[src/rtl/adc_scan_ctrl.sv]
// AD7928-style SPI ADC sequencer: power-up frames, round-robin channel scan, channel-tagged results.
// Frame is 33*CLK_DIV cycles; result posted the cycle ADCss rises; there is no downstream backpressure.
module adc_scan_ctrl #(
   parameter int unsigned CLK_DIV      = 2,
   parameter int unsigned QUIET_CYCLES = 4,
   parameter bit          RANGE_BIT    = 1'b0,
   parameter bit          CODING_BIT   = 1'b1
) (
   input  logic        SysClock,
   input  logic        nReset,
   input  logic        Enable,
   input  logic [7:0]  ChanMask,
   input  logic        ADC_Dout,
   output logic        SPIClock,
   output logic        ADCss,
   output logic        ADC_Din,
   output logic [11:0] ResultData,
   output logic [2:0]  ResultChan,
   output logic        ResultValid,
   output logic        Busy
);

   typedef enum logic [2:0] {
      S_PWRUP_PEND,
      S_PWRUP,
      S_IDLE,
      S_FRAME,
      S_QUIET
   } state_t;

   localparam logic [7:0]      DIV_LAST = 8'(CLK_DIV - 1);
   localparam int unsigned     QW       = $clog2(QUIET_CYCLES + 1);
   localparam logic [QW-1:0]   Q_LAST   = QW'(QUIET_CYCLES - 1);

   state_t        state_q, state_d;
   logic [7:0]    div_q, div_d;
   logic [5:0]    ph_q, ph_d;
   logic [QW-1:0] qcnt_q, qcnt_d;
   logic [1:0]    pwr_q, pwr_d;
   logic [2:0]    add_q, add_d;
   logic [15:0]   tx_q, tx_d;
   logic [14:0]   rx_q, rx_d;
   logic          pend_q, pend_d;
   logic          sclk_q, sclk_d;
   logic          ss_q, ss_d;
   logic          rv_q, rv_d;
   logic [11:0]   rdata_q, rdata_d;
   logic [2:0]    rchan_q, rchan_d;
   logic          busy_q, busy_d;

   logic          scan_ok;
   logic          start_scan;
   logic          start_pwr;
   logic          in_frame_d;
   logic [2:0]    chan_nx;

   function automatic logic [15:0] ctrl_word(input logic [2:0] add);
      return {1'b1, 2'b00, add, 2'b11, 2'b00, RANGE_BIT, CODING_BIT, 4'b0000};
   endfunction

   // Search offsets 7..1 so the smallest offset wins; offset 8 (same channel) is the default.
   function automatic logic [2:0] next_chan(input logic [2:0] prev, input logic [7:0] mask);
      logic [2:0] c;
      logic [2:0] sel;
      sel = prev;
      for (int i = 7; i >= 1; i--) begin
         c = prev + 3'(i);
         if (mask[c]) sel = c;
      end
      return sel;
   endfunction

   assign scan_ok = Enable && (ChanMask != 8'h00);
   assign chan_nx = next_chan(add_q, ChanMask);

   always_comb begin
      state_d    = state_q;
      div_d      = div_q;
      ph_d       = ph_q;
      qcnt_d     = qcnt_q;
      pwr_d      = pwr_q;
      add_d      = add_q;
      tx_d       = tx_q;
      rx_d       = rx_q;
      pend_d     = pend_q;
      rv_d       = 1'b0;
      rdata_d    = rdata_q;
      rchan_d    = rchan_q;
      start_scan = 1'b0;
      start_pwr  = 1'b0;

      case (state_q)
         S_PWRUP_PEND: begin
            if (scan_ok) start_pwr = 1'b1;
         end
         S_IDLE: begin
            if (scan_ok) begin
               start_scan = 1'b1;
            end else if (!Enable) begin
               pend_d = 1'b0;
            end
         end
         S_PWRUP, S_FRAME: begin
            if (div_q == DIV_LAST) begin
               div_d = 8'd0;
               if (ph_q == 6'd32) begin
                  state_d = S_QUIET;
                  qcnt_d  = '0;
                  ph_d    = 6'd0;
                  if (state_q == S_PWRUP) begin
                     pwr_d  = pwr_q + 2'd1;
                     pend_d = 1'b0;
                  end else begin
                     rv_d   = pend_q;
                     pend_d = 1'b1;
                     if (pend_q) begin
                        rdata_d = rx_q[11:0];
                        rchan_d = rx_q[14:12];
                     end
                  end
               end else begin
                  ph_d = ph_q + 6'd1;
                  // Odd phase ending means SPIClock rises: launch next Din bit, sample Dout.
                  if (ph_q[0]) begin
                     tx_d = {tx_q[14:0], 1'b0};
                     rx_d = {rx_q[13:0], ADC_Dout};
                  end
               end
            end else begin
               div_d = div_q + 8'd1;
            end
         end
         S_QUIET: begin
            if (qcnt_q == Q_LAST) begin
               if (pwr_q < 2'd2) begin
                  start_pwr = 1'b1;
               end else if (scan_ok) begin
                  start_scan = 1'b1;
               end else begin
                  state_d = S_IDLE;
               end
            end else begin
               qcnt_d = qcnt_q + QW'(1);
            end
         end
         default: state_d = S_PWRUP_PEND;
      endcase

      if (start_pwr) begin
         state_d = S_PWRUP;
         div_d   = 8'd0;
         ph_d    = 6'd0;
         tx_d    = 16'hFFFF;
      end
      if (start_scan) begin
         state_d = S_FRAME;
         div_d   = 8'd0;
         ph_d    = 6'd0;
         add_d   = chan_nx;
         tx_d    = ctrl_word(chan_nx);
      end

      in_frame_d = (state_d == S_FRAME) || (state_d == S_PWRUP);
      ss_d       = !in_frame_d;
      sclk_d     = !(in_frame_d && ph_d[0]);
      busy_d     = !((state_d == S_IDLE) || (state_d == S_PWRUP_PEND));
   end

   always_ff @(posedge SysClock or negedge nReset) begin
      if (!nReset) begin
         state_q <= S_PWRUP_PEND;
         div_q   <= 8'd0;
         ph_q    <= 6'd0;
         qcnt_q  <= '0;
         pwr_q   <= 2'd0;
         add_q   <= 3'd7;
         tx_q    <= 16'h0000;
         rx_q    <= 15'h0000;
         pend_q  <= 1'b0;
         sclk_q  <= 1'b1;
         ss_q    <= 1'b1;
         rv_q    <= 1'b0;
         rdata_q <= 12'h000;
         rchan_q <= 3'd0;
         busy_q  <= 1'b0;
      end else begin
         state_q <= state_d;
         div_q   <= div_d;
         ph_q    <= ph_d;
         qcnt_q  <= qcnt_d;
         pwr_q   <= pwr_d;
         add_q   <= add_d;
         tx_q    <= tx_d;
         rx_q    <= rx_d;
         pend_q  <= pend_d;
         sclk_q  <= sclk_d;
         ss_q    <= ss_d;
         rv_q    <= rv_d;
         rdata_q <= rdata_d;
         rchan_q <= rchan_d;
         busy_q  <= busy_d;
      end
   end

   assign SPIClock    = sclk_q;
   assign ADCss       = ss_q;
   assign ADC_Din     = tx_q[15];
   assign ResultData  = rdata_q;
   assign ResultChan  = rchan_q;
   assign ResultValid = rv_q;
   assign Busy        = busy_q;

endmodule
[config.mk]
export PLATFORM = sky130hd
export DESIGN_NAME = adc_scan_ctrl
export DESIGN_NICKNAME = d
export VERILOG_FILES = /design/src/rtl/adc_scan_ctrl.sv
export SDC_FILE = /design/constraint.sdc
export NUM_CORES = 1
export LEC_CHECK = 0
export ABC_CLOCK_PERIOD_IN_PS = 3000
export CAP_MARGIN = 40
export CORE_ASPECT_RATIO = 1.2
export CORE_UTILIZATION = 37
export CTS_BUF_LIST = sky130_fd_sc_hd__clkbuf_4 sky130_fd_sc_hd__clkbuf_8
export DETAILED_ROUTE_END_ITERATION = 8
export HOLD_SLACK_MARGIN = 0.12
export PLACE_DENSITY = 0.59
export SKIP_CTS_REPAIR_TIMING = 1
export SYNTH_ARGS = -nofsm -noshare
export SYNTH_HDL_FRONTEND = slang
export SYNTH_SLANG_ARGS = --single-unit
export TNS_END_PERCENT = 50
[constraint.sdc]
create_clock -name SysClock -period 3 [get_ports SysClock]
set_input_delay 0.6 -clock SysClock [delete_from_list [all_inputs] [get_ports SysClock]]
set_output_delay 0.6 -clock SysClock [all_outputs]
set_load 0.05 [all_outputs]
==> results.txt <==
- Dividing the final minimum period by the clock period gives 92.93%.
* Post-route core utilization: approximately 46%
* Clock input transition at the sequential cells of the worst setup and hold paths: 0.09 ns
* Net count reported at finish: 475
* Maximum clock frequency: 358.7 MHz
* Most used cell along the critical path: mux2i_1
* Share of final-layout standard cells stronger than drive strength 1: between 15 and 20%
* Path type of the worst setup path: flip-flop to flip-flop
* Biggest area contributors in the synthesized netlist: dfrtp_1, nand2_1, mux2_2, dfstp_2, mux2i_1
- The run finished with clean final reports.
- VDD sags by at most 0.2293 mV.
- Placement Setup Slack: 0.02970 ns
- The number of antenna violations at the first check in global routing was 0.
- Leakage: 2.152 nW
- Syn_nets: about 430
- The via count of the first global-routing pass was 3,036.
- In this run the worst path has a maximum fanout of 20.
- The final route contains 3,184 vias.
* Starting DRC count in detailed routing: 199
* Initial Utilization: approximately 38%
* Distinct cells, synth: 54
* Summed negative setup slack over all endpoints: 0 ns
- The cell sitting at the root of the clock tree is a clkbuf_8.
- Sequential share of the synthesized area: 47.85%
- Filler cells: 1,027
- WL final: 8.433 mm
- PnR worst setup slack: around 0.21 ns
* Fin. Hold Viols: 0
* Share of async-settable or async-resettable flops after synthesis: 100.0%
- In this run, placement finished with an instance count of between 500 and 600.
- In the synthesized netlist the dominant register cell turns out to be dfrtp_1.
- Routability-driven placement finished with a final weighted congestion of approximately 0.84.
- CTS tree: done
- Relative slew slack: between 60% and 70%
* Library cell contributing the largest single delay on the critical path: dfstp_2
- H-tree depth: 3
* Final HPWL DP: 6.177 mm
- Counting flops and latches in the post-synthesis netlist gives 76.
- Relative to the synthesized area, the layout overhead comes to 20.40%.
* Post-DR wirelength/cell: roughly 14 µm
* Number of diodes added for antenna fixing: 0
- The die covers 11,200 µm².
* Worst setup skew after layout: 0.008344 ns
- Final period demand of the worst path: 2.788 ns
- Number of instances in the synthesized netlist: 406
* Via-to-Cell Ratio: 5.406
- Die height: 115.7 µm
* Yosys warning count: 0
- Global routing consumed, over all layers together, ~16% of the routing resources.
- Dividing the synthesized area by the synthesized cell count gives roughly 10 µm².
* Bufs and invs on worst path: 1
* Number of routed nets with antenna violations: 0
* GR Overflow Total: 0
* Element type at the critical path end: flip-flop
- The worst setup path is launched from a flip-flop.
* Die width: 96.77 µm
- Placeable core area: ~11,000 µm²
* Sink count of the clock tree: between 70 and 80
- In this run the power density over the cells is roughly 420 nW/µm².
* Count of final setup violators: 0
- Worst hold margin: 0.1317 ns
- Clock buffers created by TritonCTS: 9
- Data arrival at the endpoint of the critical path: 3.02 ns
- Post-layout instance count excluding filler cells: 589
- Number of primary I/O pins: 32
* Insertion delay to the later sink of the worst-skew pair: 0.35 ns
* First-pass GRT wire length: 14.52 mm
* Share of the synthesized area in the top cell type: 44.56%
* Number of max-slew violations in the final report: 0
- CP Data Required Time: around 3.2 ns
* Number of DRC violations after detailed routing: 0
- Crit path largest cell delay: 0.54 ns
- No sink is reached through more buffers than the 2 on the longest clock path.
- The critical path goes through buf_4 -> mux2i_1 -> mux2i_1 -> mux2_2 -> or4_1 -> a31oi_1 -> a21oi_1.
- Unrepaired setup endpoints after global routing: no
- PortBufs: 31
* Count of flip-flops with a built-in enable after synthesis: 0
* Largest delay share family, worst path: multiplexers
- Cell area after technology mapping: 3988 µm²
* Pin slew with the least headroom to its limit: 0.5445 ns
- Hold crit path type: input port to async pin
- Leading area contributor after synthesis: dfrtp_1
- Row cnt: 41
* Maximum capacitance violations: 0
- First-pass detailed-route iteration total: 4
- Entering global routing, the biggest net connects a little under 60 pins.
stage by stage:
step / power [mW] / cell area (µm²)
6_report: 2.020 / 4801
5_1_grt: 2.099 / 4801
4_1_cts: 2.051 / 4801
3_5_place_dp: 1.143 / 4572
3_3_place_gp: 1.137 / 4544
2_1_floorplan: 1.084 / 3990
report_power, final:
| part | internal [mW] | switching [mW] | total [mW] |
|---|---|---|---|
| Sequential | 1.02 | 0.000305 | 1.02 |
| Clock | 0.483 | 0.416 | 0.899 |
| Combinational | 0.0423 | 0.0546 | 0.0970 |
| Total | 1.55 | 0.471 | 2.02 |
Yosys cell counts, drive strengths merged, types with 5 or more instances:
cell type	count
mux2i	13
a31oi	15
nor3	7
o21ai	21
o22ai	5
clkbuf	9
nand2	99
ha	8
mux2	24
inv	11
buf	6
mux4	6
dfstp	5
nor2	21
a21oi	8
xnor2	5
dfrtp	71
nand3	13
routing by layer:
layer	global-route usage (%)	routed length [µm]	vias to the layer above
met3	3.136	283	13
li1	-	-	1546
met1	20.57	3822	1554
met5	0	0	-
met2	26.85	4165	71
met4	5.672	162	0
flip-flops by register name, indices dropped and copies added, names as in the netlist, 2 cells and up:
| signal | cells |
|---|---|
| tx_q | 16 |
| rx_q | 15 |
| ResultData | 12 |
| div_q | 8 |
| ph_q | 6 |
| ResultChan | 3 |
| add_q | 3 |
| qcnt_q | 3 |
| state_q | 3 |
| pwr_q | 2 |
area by class of cell:
| cell class | instances | area, µm² | share of cell area, % |
|---|---|---|---|
| Clock buffer | 9 | 123.9 | 2.580 |
| Multi-Input combinational cell | 302 | 1961 | 40.84 |
| Clock inverter | 7 | 105.1 | 2.189 |
| Inverter | 13 | 48.80 | 1.016 |
| Timing Repair Buffer | 53 | 493.0 | 10.27 |
| Tap cell | 129 | 161.4 | 3.362 |
| Sequential cell | 76 | 1908 | 39.74 |
kinds of logic (layout without fill, tap and decap cells):
logic type                 after synthesis  in the layout  synth area share [%]
buffers and inverters                   28             82                 2.981
adders and majority gates                8              8                 2.510
muxes                                   43             43                 13.71
DFF                                     76             76                 47.85
AOI/OAI and AO/OA                       74             74                 12.33
xor gates and xnor gates                 9              9                 1.977
and+or+nand+nor                        168            168                 18.64
cell usage in the layout (no fill, tap or decap), drive strengths merged, types with 4 or more instances in the layout:
master         count
mux4               6
nor2              21
nor3               7
clkdlybuf4s50     30
dfstp              5
xnor2              5
or3b               4
nand3             13
xor2               4
ha                 8
mux2i             13
nand2             99
inv               15
o22ai              5
dfrtp             71
mux2              24
o21ai             21
and3               4
clkbuf             9
nand4              4
a21oi              8
a31oi             15
buf               23
final timing paths:
path                                      startpoint                   end  slack [ns]  cells past startpoint
max in group asynchronous                     nReset       ADCss$_DFF_PN1_        2.26                      2
worst max-delay path            add_q[0]$_DFFE_PN1N_  tx_q[12]$_DFFE_PN0P_        0.21                      7
min in group SysClock           pwr_q[0]$_DFFE_PN0P_  pwr_q[0]$_DFFE_PN0P_        0.48                      1
worst min-delay path                          nReset   rx_q[3]$_DFFE_PN0P_        0.13                      1
worst max register to register  add_q[0]$_DFFE_PN1N_  tx_q[12]$_DFFE_PN0P_        0.21                      7
worst min register to register  pwr_q[0]$_DFFE_PN0P_  pwr_q[0]$_DFFE_PN0P_        0.48                      1
(Power assumes the default switching activity.)
